**src/rtl/alu_share_arbiter_if.sv**
```systemverilog
// Purpose : bundles the request, ALU-side and response signals of the shared-ALU arbiter.
// Latency : n/a (wiring only).
// Backpressure: req_valid/req_ready per requester, rsp_valid/rsp_ready on the response.
// Ports   : master = client/ALU side (drives requests, ALU results, rsp_ready);
//           slave  = arbiter side (drives req_ready, ALU operands, response, busy).
interface alu_share_arbiter_if #(
    parameter int NREQ = 4,
    parameter int IDW  = 2
);
    logic [NREQ-1:0]   req_valid;
    logic [NREQ-1:0]   req_ready;
    logic [8*NREQ-1:0] req_a;
    logic [8*NREQ-1:0] req_b;
    logic [2*NREQ-1:0] req_op;

    logic [7:0]        alu_a;
    logic [7:0]        alu_b;
    logic [1:0]        alu_op;
    logic              alu_oe;
    logic [7:0]        alu_y;
    logic [4:0]        alu_flags;

    logic              rsp_valid;
    logic              rsp_ready;
    logic [IDW-1:0]    rsp_id;
    logic [7:0]        rsp_y;
    logic [4:0]        rsp_flags;
    logic              busy;

    modport master (
        output req_valid, req_a, req_b, req_op, alu_y, alu_flags, rsp_ready,
        input  req_ready, alu_a, alu_b, alu_op, alu_oe,
        input  rsp_valid, rsp_id, rsp_y, rsp_flags, busy
    );

    modport slave (
        input  req_valid, req_a, req_b, req_op, alu_y, alu_flags, rsp_ready,
        output req_ready, alu_a, alu_b, alu_op, alu_oe,
        output rsp_valid, rsp_id, rsp_y, rsp_flags, busy
    );
endinterface

```
**src/rtl/alu_share_arbiter.sv**
```systemverilog
// Purpose : round-robin sharing of one 8-bit combinational ALU among NREQ requesters.
// Latency : grant edge to rsp_valid = ALU_LAT cycles; one op per ALU_LAT+2 cycles peak.
// Backpressure: no grants outside IDLE; response held while rsp_valid & !rsp_ready.
// Ports   : clk, rst (synchronous, active high); bus (slave modport) carries the
//           request bus, registered ALU operands/results and the tagged response.
module alu_share_arbiter #(
    parameter int NREQ    = 4,
    parameter int IDW     = 2,
    parameter int ALU_LAT = 1
) (
    input  logic                 clk,
    input  logic                 rst,
    alu_share_arbiter_if.slave   bus
);

    typedef enum logic [1:0] {
        IDLE = 2'd0,
        WAIT = 2'd1,
        RESP = 2'd2
    } state_t;

    state_t          state_q, state_d;
    logic [IDW-1:0]  rr_ptr_q, rr_ptr_d;
    logic [IDW-1:0]  id_q, id_d;
    logic [3:0]      cnt_q, cnt_d;
    logic [7:0]      alu_a_q, alu_a_d;
    logic [7:0]      alu_b_q, alu_b_d;
    logic [1:0]      alu_op_q, alu_op_d;
    logic            alu_oe_q, alu_oe_d;
    logic            rsp_valid_q, rsp_valid_d;
    logic [IDW-1:0]  rsp_id_q, rsp_id_d;
    logic [7:0]      rsp_y_q, rsp_y_d;
    logic [4:0]      rsp_flags_q, rsp_flags_d;

    logic            grant_vld;
    logic [IDW-1:0]  grant_idx;
    logic [IDW-1:0]  cand;
    logic [NREQ-1:0] grant_onehot;

    // Round-robin scan starting at rr_ptr; the first valid requester wins.
    always_comb begin
        grant_vld = 1'b0;
        grant_idx = '0;
        cand      = '0;
        for (int k = 0; k < NREQ; k++) begin
            cand = IDW'((int'(rr_ptr_q) + k) % NREQ);
            if (!grant_vld && bus.req_valid[cand]) begin
                grant_vld = 1'b1;
                grant_idx = cand;
            end
        end
    end

    assign grant_onehot = NREQ'(1) << grant_idx;

    // Accept only in IDLE; masked during reset so no handshake is seen on an edge
    // that is about to be discarded.
    assign bus.req_ready = (state_q == IDLE && grant_vld && !rst) ? grant_onehot : '0;

    always_comb begin
        state_d     = state_q;
        rr_ptr_d    = rr_ptr_q;
        id_d        = id_q;
        cnt_d       = cnt_q;
        alu_a_d     = alu_a_q;
        alu_b_d     = alu_b_q;
        alu_op_d    = alu_op_q;
        alu_oe_d    = alu_oe_q;
        rsp_valid_d = rsp_valid_q;
        rsp_id_d    = rsp_id_q;
        rsp_y_d     = rsp_y_q;
        rsp_flags_d = rsp_flags_q;

        case (state_q)
            IDLE: begin
                if (grant_vld) begin
                    alu_a_d  = bus.req_a[{grant_idx, 3'b000} +: 8];
                    alu_b_d  = bus.req_b[{grant_idx, 3'b000} +: 8];
                    alu_op_d = bus.req_op[{grant_idx, 1'b0} +: 2];
                    alu_oe_d = 1'b1;
                    id_d     = grant_idx;
                    rr_ptr_d = (grant_idx == IDW'(NREQ - 1)) ? '0 : grant_idx + 1'b1;
                    cnt_d    = 4'(ALU_LAT - 1);
                    state_d  = WAIT;
                end
            end
            WAIT: begin
                // Operands stay registered; sample the ALU once the count runs out.
                if (cnt_q == 4'd0) begin
                    rsp_y_d     = bus.alu_y;
                    rsp_flags_d = bus.alu_flags;
                    rsp_id_d    = id_q;
                    rsp_valid_d = 1'b1;
                    alu_oe_d    = 1'b0;
                    state_d     = RESP;
                end else begin
                    cnt_d = cnt_q - 4'd1;
                end
            end
            RESP: begin
                if (bus.rsp_ready) begin
                    rsp_valid_d = 1'b0;
                    state_d     = IDLE;
                end
            end
            default: begin
                state_d = IDLE;
            end
        endcase
    end

    always_ff @(posedge clk) begin
        if (rst) begin
            state_q     <= IDLE;
            rr_ptr_q    <= '0;
            id_q        <= '0;
            cnt_q       <= '0;
            alu_a_q     <= '0;
            alu_b_q     <= '0;
            alu_op_q    <= '0;
            alu_oe_q    <= 1'b0;
            rsp_valid_q <= 1'b0;
            rsp_id_q    <= '0;
            rsp_y_q     <= '0;
            rsp_flags_q <= '0;
        end else begin
            state_q     <= state_d;
            rr_ptr_q    <= rr_ptr_d;
            id_q        <= id_d;
            cnt_q       <= cnt_d;
            alu_a_q     <= alu_a_d;
            alu_b_q     <= alu_b_d;
            alu_op_q    <= alu_op_d;
            alu_oe_q    <= alu_oe_d;
            rsp_valid_q <= rsp_valid_d;
            rsp_id_q    <= rsp_id_d;
            rsp_y_q     <= rsp_y_d;
            rsp_flags_q <= rsp_flags_d;
        end
    end

    assign bus.alu_a     = alu_a_q;
    assign bus.alu_b     = alu_b_q;
    assign bus.alu_op    = alu_op_q;
    assign bus.alu_oe    = alu_oe_q;
    assign bus.rsp_valid = rsp_valid_q;
    assign bus.rsp_id    = rsp_id_q;
    assign bus.rsp_y     = rsp_y_q;
    assign bus.rsp_flags = rsp_flags_q;
    assign bus.busy      = (state_q != IDLE);

endmodule

```
**src/flat_wrapper.sv**
```systemverilog
// flat-port wrapper written by rule: the top's interface ports become plain ports
module alu_share_arbiter_flat 
#(
    parameter int NREQ    = 4,
    parameter int IDW     = 2,
    parameter int ALU_LAT = 1
)
  (clk, rst, bus_req_valid, bus_req_a, bus_req_b, bus_req_op, bus_alu_y, bus_alu_flags, bus_rsp_ready, bus_req_ready, bus_alu_a, bus_alu_b, bus_alu_op, bus_alu_oe, bus_rsp_valid, bus_rsp_id, bus_rsp_y, bus_rsp_flags, bus_busy);
  alu_share_arbiter_if #(.NREQ(NREQ), .IDW(IDW)) bus_i ();
  input  logic clk;
  input  logic rst;
  input wire logic [$bits(bus_i.req_valid)-1:0] bus_req_valid;
  input wire logic [$bits(bus_i.req_a)-1:0] bus_req_a;
  input wire logic [$bits(bus_i.req_b)-1:0] bus_req_b;
  input wire logic [$bits(bus_i.req_op)-1:0] bus_req_op;
  input wire logic [$bits(bus_i.alu_y)-1:0] bus_alu_y;
  input wire logic [$bits(bus_i.alu_flags)-1:0] bus_alu_flags;
  input wire logic [$bits(bus_i.rsp_ready)-1:0] bus_rsp_ready;
  output wire logic [$bits(bus_i.req_ready)-1:0] bus_req_ready;
  output wire logic [$bits(bus_i.alu_a)-1:0] bus_alu_a;
  output wire logic [$bits(bus_i.alu_b)-1:0] bus_alu_b;
  output wire logic [$bits(bus_i.alu_op)-1:0] bus_alu_op;
  output wire logic [$bits(bus_i.alu_oe)-1:0] bus_alu_oe;
  output wire logic [$bits(bus_i.rsp_valid)-1:0] bus_rsp_valid;
  output wire logic [$bits(bus_i.rsp_id)-1:0] bus_rsp_id;
  output wire logic [$bits(bus_i.rsp_y)-1:0] bus_rsp_y;
  output wire logic [$bits(bus_i.rsp_flags)-1:0] bus_rsp_flags;
  output wire logic [$bits(bus_i.busy)-1:0] bus_busy;
  assign bus_i.req_valid = bus_req_valid;
  assign bus_i.req_a = bus_req_a;
  assign bus_i.req_b = bus_req_b;
  assign bus_i.req_op = bus_req_op;
  assign bus_i.alu_y = bus_alu_y;
  assign bus_i.alu_flags = bus_alu_flags;
  assign bus_i.rsp_ready = bus_rsp_ready;
  assign bus_req_ready = bus_i.req_ready;
  assign bus_alu_a = bus_i.alu_a;
  assign bus_alu_b = bus_i.alu_b;
  assign bus_alu_op = bus_i.alu_op;
  assign bus_alu_oe = bus_i.alu_oe;
  assign bus_rsp_valid = bus_i.rsp_valid;
  assign bus_rsp_id = bus_i.rsp_id;
  assign bus_rsp_y = bus_i.rsp_y;
  assign bus_rsp_flags = bus_i.rsp_flags;
  assign bus_busy = bus_i.busy;
  alu_share_arbiter #(.NREQ(NREQ), .IDW(IDW), .ALU_LAT(ALU_LAT)) u_core (.clk(clk), .rst(rst), .bus(bus_i));
endmodule
```
**config.mk**
```make
export PLATFORM = sky130hd
export DESIGN_NAME = alu_share_arbiter_flat
export DESIGN_NICKNAME = d
export VERILOG_FILES = /design/src/rtl/alu_share_arbiter_if.sv /design/src/rtl/alu_share_arbiter.sv /design/src/flat_wrapper.sv
export SDC_FILE = /design/constraint.sdc
export NUM_CORES = 1
export LEC_CHECK = 0
export CORE_MARGIN = 3
export CORE_UTILIZATION = 42
export DETAILED_ROUTE_END_ITERATION = 16
export HOLD_SLACK_MARGIN = 0.06
export PLACE_DENSITY = 0.85
export SYNTH_ARGS = -nofsm -noshare
export SYNTH_HDL_FRONTEND = slang
export SYNTH_SLANG_ARGS = --single-unit
```
**constraint.sdc**
```tcl
create_clock -name clk -period 3.59 [get_ports clk]
set_clock_uncertainty 0.2 [all_clocks]
set_input_delay 0.718 -clock clk [delete_from_list [all_inputs] [get_ports clk]]
set_output_delay 0.718 -clock clk [all_outputs]
set_load 0.01 [all_outputs]
```
==> results of run 1 <==
-- registers in the layout (all words and copies together), names as in the netlist, 4 cells and up --
register              flops
u_core.bus.rsp_flags      5
u_core.bus.alu_a          8
u_core.cnt_q              4
u_core.bus.rsp_y          8
u_core.bus.alu_b          8
-- power by group --
part / leakage [nW] / total (mW) / internal, mW / switching (mW)
sequential: 0.370 / 0.828 / 0.701 / 0.127
combinational: 1.09 / 1.48 / 0.772 / 0.712
clock: 0.0681 / 0.445 / 0.276 / 0.168
-- cell usage in the layout, fill, tap and decap left out, types with 2 or more instances in the layout --
cell type and count:
sky130_fd_sc_hd__clkdlybuf4s50_1 130, sky130_fd_sc_hd__o21ai_0 16, sky130_fd_sc_hd__ha_1 3, sky130_fd_sc_hd__o211ai_1 17, sky130_fd_sc_hd__and3_1 18, sky130_fd_sc_hd__nor2b_1 3
sky130_fd_sc_hd__mux2i_1 22, sky130_fd_sc_hd__clkbuf_8 5, sky130_fd_sc_hd__nor3_1 2, sky130_fd_sc_hd__dfxtp_1 45, sky130_fd_sc_hd__buf_4 15, sky130_fd_sc_hd__nand2_1 55
sky130_fd_sc_hd__a21oi_1 22, sky130_fd_sc_hd__inv_1 5, sky130_fd_sc_hd__a21boi_0 18, sky130_fd_sc_hd__nor2_1 10, sky130_fd_sc_hd__nor2_2 2, sky130_fd_sc_hd__nand2b_1 2
sky130_fd_sc_hd__o21ai_1 2, sky130_fd_sc_hd__and2_1 4, sky130_fd_sc_hd__bufinv_16 2
-- metal layers --
metal	vias up	part of all wire, %	wire length [um]	track usage, %
met5	-	0	0	0
li1	1260	-	-	-
met1	1149	38	2690	22.7
met3	13	12	822	9.53
met4	0	1.9	134	7.43
met2	114	48	3410	38.2
-- Yosys cell counts --
cell type                   count
sky130_fd_sc_hd__o211ai_2       1
sky130_fd_sc_hd__a21boi_0      18
sky130_fd_sc_hd__inv_1          5
sky130_fd_sc_hd__buf_6          4
sky130_fd_sc_hd__dfxtp_1       45
sky130_fd_sc_hd__nor2_1        11
sky130_fd_sc_hd__or2b_1         1
sky130_fd_sc_hd__xnor2_1        1
sky130_fd_sc_hd__nor2_2         1
sky130_fd_sc_hd__and2_1         4
sky130_fd_sc_hd__buf_2          4
sky130_fd_sc_hd__or3b_2         1
sky130_fd_sc_hd__o21ai_0       16
sky130_fd_sc_hd__nand3b_2       1
sky130_fd_sc_hd__xor2_1         1
sky130_fd_sc_hd__nor3_1         3
sky130_fd_sc_hd__o21bai_2       1
sky130_fd_sc_hd__nand3b_1       1
sky130_fd_sc_hd__nor4_4         1
sky130_fd_sc_hd__nor3b_2        1
sky130_fd_sc_hd__or3_1          1
sky130_fd_sc_hd__ha_1           3
sky130_fd_sc_hd__nand2_1       55
sky130_fd_sc_hd__a21oi_1       23
sky130_fd_sc_hd__a2bb2oi_4      1
sky130_fd_sc_hd__nor4_1         1
sky130_fd_sc_hd__mux2i_1       22
sky130_fd_sc_hd__clkbuf_1      10
sky130_fd_sc_hd__o211ai_1      17
sky130_fd_sc_hd__and3_1        18
sky130_fd_sc_hd__buf_1          1
sky130_fd_sc_hd__a221o_2        1
sky130_fd_sc_hd__nor2b_1        3
sky130_fd_sc_hd__or2_1          1
sky130_fd_sc_hd__o21ai_1        2
sky130_fd_sc_hd__nand2b_1       2
sky130_fd_sc_hd__inv_2          1
sky130_fd_sc_hd__or4_4          1
-- layout make-up --
class / instances / area (um2)
Clock inverter: 3 / 65.1
Fill cell: 445 / 1350
Tap cell: 70 / 87.6
Sequential cell: 45 / 901
Timing Repair Buffer: 146 / 1420
Multi-Input combinational cell: 214 / 1360
Clock buffer: 5 / 68.8
Inverter: 6 / 22.5
-- worst paths after layout --
check | start | to | slack [ns] | cells after the start
min reg2reg | u_core.bus.rsp_y[7] | u_core.bus.rsp_y[7] | 0.26 | 2
min | u_core.bus.rsp_y[7] | u_core.bus.rsp_y[7] | 0.26 | 2
max | bus_req_valid[2] | bus_req_ready[0] | 0.03 | 7
max reg2reg | u_core.rr_ptr_q[1] | u_core.rr_ptr_q[0] | 1.51 | 7
-- per-stage QoR --
| stage | setup WS [ns] | TNS [ns] |
|---|---|---|
| after floorplan | 0.833 | 0 |
| after global placement | 0.0346 | 0 |
| after detailed placement | -0.0577 | -0.0577 |
| after CTS | 0.0285 | 0 |
| after global routing | 0.00460 | 0 |
| final | 0.0342 | 0 |
-- worst max-delay path: stages --
cell,delay (ns)
sky130_fd_sc_hd__clkdlybuf4s50_1,0.56
sky130_fd_sc_hd__nand2b_1,0.09
sky130_fd_sc_hd__a21oi_1,0.24
sky130_fd_sc_hd__nor3_2,0.10
sky130_fd_sc_hd__or2_4,0.27
sky130_fd_sc_hd__nor2_1,0.09
sky130_fd_sc_hd__clkdlybuf4s50_1,0.58
-- logic make-up (layout without fill, tap and decap cells) --
| family | Yosys count | count (layout) | share of synthesized area, % |
|---|---|---|---|
| adders and majority gates | 3 | 3 | 1.58 |
| DFF | 45 | 45 | 38.0 |
| buffers and inverters | 25 | 160 | 5.44 |
| xor gates and xnor gates | 2 | 2 | 0.739 |
| and+or+nand+nor | 107 | 107 | 22.6 |
| muxes | 22 | 22 | 9.29 |
| AOI/OAI and AO/OA | 80 | 80 | 22.3 |
-- what timing repair did --
action / CTS / global route
gates resized for setup: 2 / 2
hold buffers: 0 / 0
pin swaps: 0 / 0
setup endpoints to repair: 1 / 2
==> results.toml, run 1 <==
[outcome]
outcome = "complete, no violations"

[logic_synthesis]
syn_avg_cell_area_um2 = 8.35
post_synth_instance_area_um2 = 2370
postSynthRegisterBits = 45
yosysSeqAreaShare_pct = 38.0
netlist-cell-type-count = 38
post-synth-top-area-fraction_pct = 38.0
synth_area_leaders = "sky130_fd_sc_hd__dfxtp_1 (38%), sky130_fd_sc_hd__mux2i_1 (9.3%), sky130_fd_sc_hd__nand2_1 (8.7%)"
synth_cells = 284
synth.net_count = 379
synth.yosys.warnings = 0
post-synth-top-area-cell = "sky130_fd_sc_hd__dfxtp_1"

[sta]
slew_violations = 0
timing_hold_violations_final = 0
layout_worst_path_cycle_share_pct = 99.0
timing.final.crit_period_ns = 3.56
timing.final.setup_violations = 0
worstMarginPinSlew_ns = 0.561
achievable-frequency_mhz = 281
worst_slew_margin_rel_pct = 62.5
unrepaired_setup_endpoints_after_global_routing = "no"
finalHoldWorstSlack_ns = 0.258

[clock_tree]
clockRootBuffer = "sky130_fd_sc_hd__clkbuf_8"
clock_path_buffers = 2
post_cts_buffers = 0
clk_latency_ns = 0.29
reg_clk_slew_reported_paths_ns = 0.08
cts_inserted_buffers = 5
cts.htree.levels = 2
cts_tree = "done"
numClockSinks = 45

[floorplan]
die_area_um2 = 6580
num_rows = 26
die_h_um = 81.1
initial_standard_cell_utilization_of_the_core_pct = 45.0
area_of_the_core_um2 = 5270
fp.dieW_um = 81.1
floorplan.io_pins = 132

[setup_path]
worst-endpoint-required_ns = 2.67
critical_path_class = "in2out"
setup.worst_path.start_class = "input port"
worst-endpoint-arrival_ns = 2.64
critical_path_peak_fanout = 5
crit_path_end_kind = "output pin"

[cells_and_area]
layout-drive-gt1-share_pct = 9.07
num-nets-final = 513
n_antenna_cell = 0
stdcell_area_um2 = 3920
post-route-util_pct = 74.4
synthToLayoutAreaGrowth_pct = 65.4
layout.cells.non_filler = 489

[place]
post_dp_cell_area_um2 = 3780
hpwlAfterDp_um = 5520
numPlacedInstances = 481
numPortBuffers = 131
gp_congestion = 0.827

[flow_run]
max_cap_violations = 0

[detailed_routing]
route.detailed.wl_per_inst_um = 14.4
drc = 0
drtPass1Iterations = 4
routed_wl_um = 7050
drt.antenna.violating_nets = 0
num_vias = 2536
routed_via_density = 5.19
drt_iter0_markers = 76

[worst_hold_path]
hold_path.class = "reg2reg"

[power]
total_leakage_power_nw = 1.53
ir_worst_vdd_v = 0.000330
p_total_mw = 2.76
p_per_area_nw_per_um2 = 703

[global_routing]
grt_max_degree = 37
grt_util_all_layers_pct = 21.6
globalRoute.totalOverflow = 0
number_of_global_route_vias_before_repair = 2471
grt_antenna_before_repair = 0
grt_first_pass_wirelength_um = 11000
Note: power is estimated with default switching activity, not from simulation.
==> run 2: changes to the inputs <==
--- a/config.mk
+++ b/config.mk
@@ -7,6 +7,7 @@
 export LEC_CHECK = 0
 export CORE_MARGIN = 3
 export CORE_UTILIZATION = 42
+export CTS_BUF_LIST = sky130_fd_sc_hd__clkbuf_16
 export DETAILED_ROUTE_END_ITERATION = 16
 export HOLD_SLACK_MARGIN = 0.06
 export PLACE_DENSITY = 0.85
==> run 2 against run 1 <==
Compared with the run above: sequential cell count did not move; first-iteration DRC count rose by 3.9%; final area rose by 1.4%; critical path depth fell by 1; die area did not move; largest cell class unchanged; final cell count did not move.
==> results.toml, run 2 (synthesis results as in run 1) <==
[outcome]
outcome = "complete, no violations"

[clock_tree]
post_cts_buffers = 0
clockRootBuffer = "sky130_fd_sc_hd__clkbuf_16"
clk_latency_ns = 0.28
cts_hold_buffers_added = 0
cts_inserted_buffers = 5
cts.htree.levels = 2
reg_clk_slew_reported_paths_ns = 0.06
numClockSinks = 45
cts_tree = "done"
clock_path_buffers = 2

[place]
numPlacedInstances = 481
gp_congestion = 0.827
numPortBuffers = 131
post_dp_cell_area_um2 = 3780
hpwlAfterDp_um = 5520

[sta]
worstMarginPinSlew_ns = 0.564
tns_ns = 0
timing.final.crit_period_ns = 3.52
slew_violations = 0
achievable-frequency_mhz = 284
timing.final.setup_violations = 0
layout_worst_path_cycle_share_pct = 98.0
unrepaired_setup_endpoints_after_global_routing = "no"
timing_hold_violations_final = 0
worst_slew_margin_rel_pct = 62.3

[detailed_routing]
drt.antenna.violating_nets = 0
drt_iter0_markers = 79
route.detailed.wl_per_inst_um = 14.5
drtPass1Iterations = 4
routed_via_density = 5.18
routed_wl_um = 7070
drc = 0
num_vias = 2534

[global_routing]
grt_max_degree = 37
number_of_global_route_vias_before_repair = 2497
globalRoute.totalOverflow = 0
grt_first_pass_wirelength_um = 11100
grt_antenna_before_repair = 0
grt_util_all_layers_pct = 22.0

[cells_and_area]
layout-drive-gt1-share_pct = 8.83
post-route-util_pct = 75.5
n_antenna_cell = 0
synthToLayoutAreaGrowth_pct = 67.8
leading_cell_type_in_the_layout_fill_and_taps_excluded = "sky130_fd_sc_hd__clkdlybuf4s50_1"
area_of_combinational_cells_with_multiple_inputs_um2 = 1350
layout.cells.non_filler = 489
layout.cells.most_common_list = "sky130_fd_sc_hd__clkdlybuf4s50_1 (129), sky130_fd_sc_hd__nand2_1 (55), sky130_fd_sc_hd__dfxtp_1 (45)"
stdcell_area_um2 = 3980
num-nets-final = 513
num-fill-cells = 438
layout.area.seq_um2 = 901

[floorplan]
die_h_um = 81.1
num_rows = 26
die_area_um2 = 6580
initial_standard_cell_utilization_of_the_core_pct = 45.0
fp.dieW_um = 81.1
floorplan.io_pins = 132
area_of_the_core_um2 = 5270

[setup_path]
r2r_slack_ns = 1.53
worst-endpoint-arrival_ns = 2.60
setup.worst_path.start_class = "input port"
cpMaxStageDelayCell = "sky130_fd_sc_hd__or4_4"
rr_startpoint = "u_core.rr_ptr_q[1]"
critical_path_s_largest_stage_delay_ns = 0.56
largest_delay_share_family_worst_path = "buffers and inverters"
critical_path_peak_fanout = 4
crit_path_end_kind = "output pin"
worst_path_most_repeated_cell = "sky130_fd_sc_hd__clkdlybuf4s50_1"
worst-endpoint-required_ns = 2.67
reg2reg_to = "u_core.rr_ptr_q[0]"
timing.critical_path.cells = "clkdlybuf4s50_1 -> or4_4 -> nand3b_2 -> or2_4 -> nor2_1 -> clkdlybuf4s50_1"
critical_path_class = "in2out"
rr_worst_depth = 7
buf_inv_on_cp = 2

[worst_hold_path]
hold-path-endpoint = "u_core.bus.rsp_id[1]"
min-delay-start = "u_core.bus.rsp_id[1]"
timing.hold.worst_path_depth = 2
hold_path.class = "reg2reg"

[power]
p_total_mw = 2.90
ir_worst_vdd_v = 0.000422
p_per_area_nw_per_um2 = 728
total_leakage_power_nw = 1.57

[flow_run]
max_cap_violations = 0
[run 2: where the power goes]
part / switching [mW] / leakage (nW) / internal [mW]
clock network: 0.185 / 0.0938 / 0.397
registers: 0.127 / 0.370 / 0.702
logic: 0.712 / 1.10 / 0.772
[run 2: what timing repair did]
action                                  in CTS  in global routing
endpoints found under the setup margin       1                  3
endpoints found under the hold margin        0                  0
resized for setup                            2                  2
[run 2: through the flow]
stage	hold slack, ns	worst slack (ns)
6_report	0.253	0.0715
5_1_grt	0.265	0.00818
4_1_cts	0.254	0.0290
3_5_place_dp	0.247	-0.0577
3_3_place_gp	0.241	0.0346
2_1_floorplan	0.232	0.833
[run 2: per-layer routing]
| metal | vias up | track usage [%] | wire, um | part of all wire [%] |
|---|---|---|---|---|
| met1 | 1144 | 23.0 | 2670 | 38 |
| met4 | 0 | 8.78 | 185 | 2.6 |
| met2 | 115 | 37.8 | 3380 | 48 |
| li1 | 1261 | - | - | - |
| met3 | 14 | 10.5 | 837 | 12 |
| met5 | - | 0 | 0 | 0 |
[run 2: worst max-delay path by stage]
stage | startpoint | end | slack [ns] | cells after the start
floorplan | bus_req_valid[2] | bus_req_ready[3] | 0.83 | 8
detailed placement | bus_req_valid[2] | bus_req_ready[3] | -0.06 | 8
global placement | bus_req_valid[2] | bus_req_ready[3] | 0.03 | 9
CTS | bus_req_valid[0] | bus_req_ready[3] | 0.03 | 9
finish | bus_req_valid[1] | bus_req_ready[0] | 0.07 | 6
global route | bus_req_valid[0] | bus_req_ready[0] | 0.008 | 7
[run 2: worst min-delay path, cell delays in order, from the launching register on]
cell and delay, ns:
sky130_fd_sc_hd__dfxtp_1 0.31, sky130_fd_sc_hd__nand2_1 0.05, sky130_fd_sc_hd__a21oi_1 0.05
[run 2: layout make-up]
class | count | area share (%)
Clock buffer | 5 | 3.14
Inverter | 6 | 0.566
Tap cell | 70 | 2.20
Timing Repair Buffer | 146 | 35.8
Multi-Input combinational cell | 214 | 34.0
Clock inverter | 3 | 1.64
Sequential cell | 45 | 22.6
==> run 3: changes to the inputs <==
--- a/config.mk
+++ b/config.mk
@@ -7,10 +7,9 @@
 export LEC_CHECK = 0
 export CORE_MARGIN = 3
 export CORE_UTILIZATION = 42
-export CTS_BUF_LIST = sky130_fd_sc_hd__clkbuf_16
 export DETAILED_ROUTE_END_ITERATION = 16
 export HOLD_SLACK_MARGIN = 0.06
-export PLACE_DENSITY = 0.85
+export PLACE_DENSITY = 0.83
 export SYNTH_ARGS = -nofsm -noshare
 export SYNTH_HDL_FRONTEND = slang
 export SYNTH_SLANG_ARGS = --single-unit
==> run 3 against run 2 <==
Compared with the run above: fmax decreased by 1.4%; final area fell by 2.7%; final cell count decreased by 0.20%; combinational power barely moved; routed wire length is 2.9% lower; critical path depth unchanged; largest power group unchanged; non-clock buffer count down 1; die area did not move; via count is 2.8% lower; power decreased by 10%; sequential share of layout area increased by 0.63 points; clock power decreased by 48%.
==> results.toml, run 3 (synthesis results as in run 1) <==
[clock_tree]
cts_hold_buffers_added = 0
numClockSinks = 45
reg_clk_slew_reported_paths_ns = 0.08
clock_path_buffers = 2
cts_inserted_buffers = 5
post_cts_buffers = 0
clockRootBuffer = "sky130_fd_sc_hd__clkbuf_8"
cts.htree.levels = 2
cts_tree = "done"
clk_latency_ns = 0.29

[sta]
finalHoldWorstSlack_ns = 0.254
timing_hold_violations_final = 0
layout_worst_path_cycle_share_pct = 99.4
timing.final.crit_period_ns = 3.57
timing.final.setup_violations = 0
slew_violations = 0
worst_slew_margin_rel_pct = 61.6
worstMarginPinSlew_ns = 0.575
tns_ns = 0
achievable-frequency_mhz = 280

[setup_path]
worst_path_most_repeated_cell = "sky130_fd_sc_hd__clkdlybuf4s50_1"
r2r_slack_ns = 1.49
critical_path_s_largest_stage_delay_ns = 0.54
critical_path_class = "in2out"
worst-endpoint-required_ns = 2.67
timing.critical_path.cells = "clkdlybuf4s50_1 -> or4_4 -> nand3b_2 -> or2_4 -> nor2_1 -> clkdlybuf4s50_1"
worst-endpoint-arrival_ns = 2.65
cpMaxStageDelayCell = "sky130_fd_sc_hd__or4_4"
crit_path_end_kind = "output pin"
setup.worst_path.start_class = "input port"
largest_delay_share_family_worst_path = "buffers and inverters"
buf_inv_on_cp = 2
critical_path_peak_fanout = 4

[power]
p_per_area_nw_per_um2 = 672
total_leakage_power_nw = 1.51
switching_part_of_the_total_power_pct = 38.2
switching_pwr_mw = 0.994
intPower_mw = 1.61
ir_worst_vdd_v = 0.000304
power.combinational.fraction_pct = 56.6
sequentialPowerShare_pct = 31.7
share_clk_of_total_power_pct = 11.6
p_total_mw = 2.60

[global_routing]
grt_util_all_layers_pct = 21.6
grt_antenna_before_repair = 0
globalRoute.totalOverflow = 0
number_of_global_route_vias_before_repair = 2414
grt_max_degree = 37
grt_first_pass_wirelength_um = 11200

[detailed_routing]
drt.antenna.violating_nets = 0
drc = 0
route.detailed.wl_per_inst_um = 14.1
routed_via_density = 5.05
routed_wl_um = 6870
drt_iter0_markers = 57
drtPass1Iterations = 4
num_vias = 2462

[floorplan]
initial_standard_cell_utilization_of_the_core_pct = 45.0
area_of_the_core_um2 = 5270
die_area_um2 = 6580
die_h_um = 81.1
fp.dieW_um = 81.1
floorplan.io_pins = 132
num_rows = 26

[flow_run]
max_cap_violations = 0

[place]
gp_congestion = 0.849
numPortBuffers = 131
hpwlAfterDp_um = 5370

[cells_and_area]
n_antenna_cell = 0
layout-drive-gt1-share_pct = 8.37
leading_cell_type_in_the_layout_fill_and_taps_excluded = "sky130_fd_sc_hd__clkdlybuf4s50_1"
synthToLayoutAreaGrowth_pct = 63.3
num-fill-cells = 456
num-nets-final = 512
layout.cells.most_common_list = "sky130_fd_sc_hd__clkdlybuf4s50_1 (129), sky130_fd_sc_hd__nand2_1 (55), sky130_fd_sc_hd__dfxtp_1 (45)"

[outcome]
outcome = "complete, no violations"

[worst_hold_path]
hold_path.class = "reg2reg"
## run 3: cell types whose count changed in the layout (fill, tap and decap cells not counted), sizes merged
cell,previous run,this run
buf,15,14
clkinv,1,0
clkbuf,5,7
bufinv,2,0
clkinvlp,0,1
## run 3: final timing paths
kind                            cells past startpoint          startpoint                  to
worst max-delay path                                6    bus_req_valid[3]    bus_req_ready[0]
worst min-delay path                                2   u_core.bus.alu_oe   u_core.bus.alu_oe
worst max register to register                      7  u_core.rr_ptr_q[1]  u_core.rr_ptr_q[0]
worst min register to register                      2   u_core.bus.alu_oe   u_core.bus.alu_oe
## run 3: metal layers
layer  global-route usage (%)  wire (um)  up-vias
met5                        0          0        -
met4                     7.26         96        0
met3                     8.43        751       10
met2                     36.0       3250      106
met1                     25.2       2770     1092
li1                         -          -     1254
## run 3: through the flow
step	instances	setup slack [ns]	util (%)	cell area, um2
floorplan	284	0.833	-	2370
global placement	480	0.0233	71.6	3770
detailed placement	480	-0.0183	71.6	3770
CTS	488	0.0295	73.2	3860
global route	488	-0.0141	73.5	3870
finish	488	0.0220	73.5	3870
## run 3: cell type report
| class | instances | area [um2] | area share (%) |
|---|---|---|---|
| repair buffers | 145 | 1420 | 36.6 |
| multi-input cells | 214 | 1360 | 35.1 |
| clock inverters | 1 | 7.51 | 0.194 |
| well taps | 70 | 87.6 | 2.26 |
| inverters | 6 | 22.5 | 0.582 |
| clock buffers | 7 | 76.3 | 1.97 |
| flip-flops and latches | 45 | 901 | 23.3 |
## run 3: worst register-to-register path, cell delays in order (launching register included)
cell                      delay, ns
sky130_fd_sc_hd__dfxtp_1       0.43
sky130_fd_sc_hd__nand2_1       0.14
sky130_fd_sc_hd__a221o_2       0.37
sky130_fd_sc_hd__nand2_1       0.11
sky130_fd_sc_hd__inv_2         0.07
sky130_fd_sc_hd__ha_1          0.21
sky130_fd_sc_hd__or3_1         0.37
sky130_fd_sc_hd__a21oi_1       0.15
## run 3: what timing repair did
item,4_1_cts,5_1_grt
resized for setup,2,4
cloned,0,0
endpoints found under the setup margin,2,2
## run 3: power groups by stage
stage,Clock [mW],Sequential (mW),Combinational (mW)
final,0.303,0.825,1.47
after global routing,0.332,0.852,1.63
after CTS,0.311,0.825,1.48
after detailed placement,0,0.834,1.48
after global placement,0,0.826,1.45
after floorplan,0,0.892,0.789
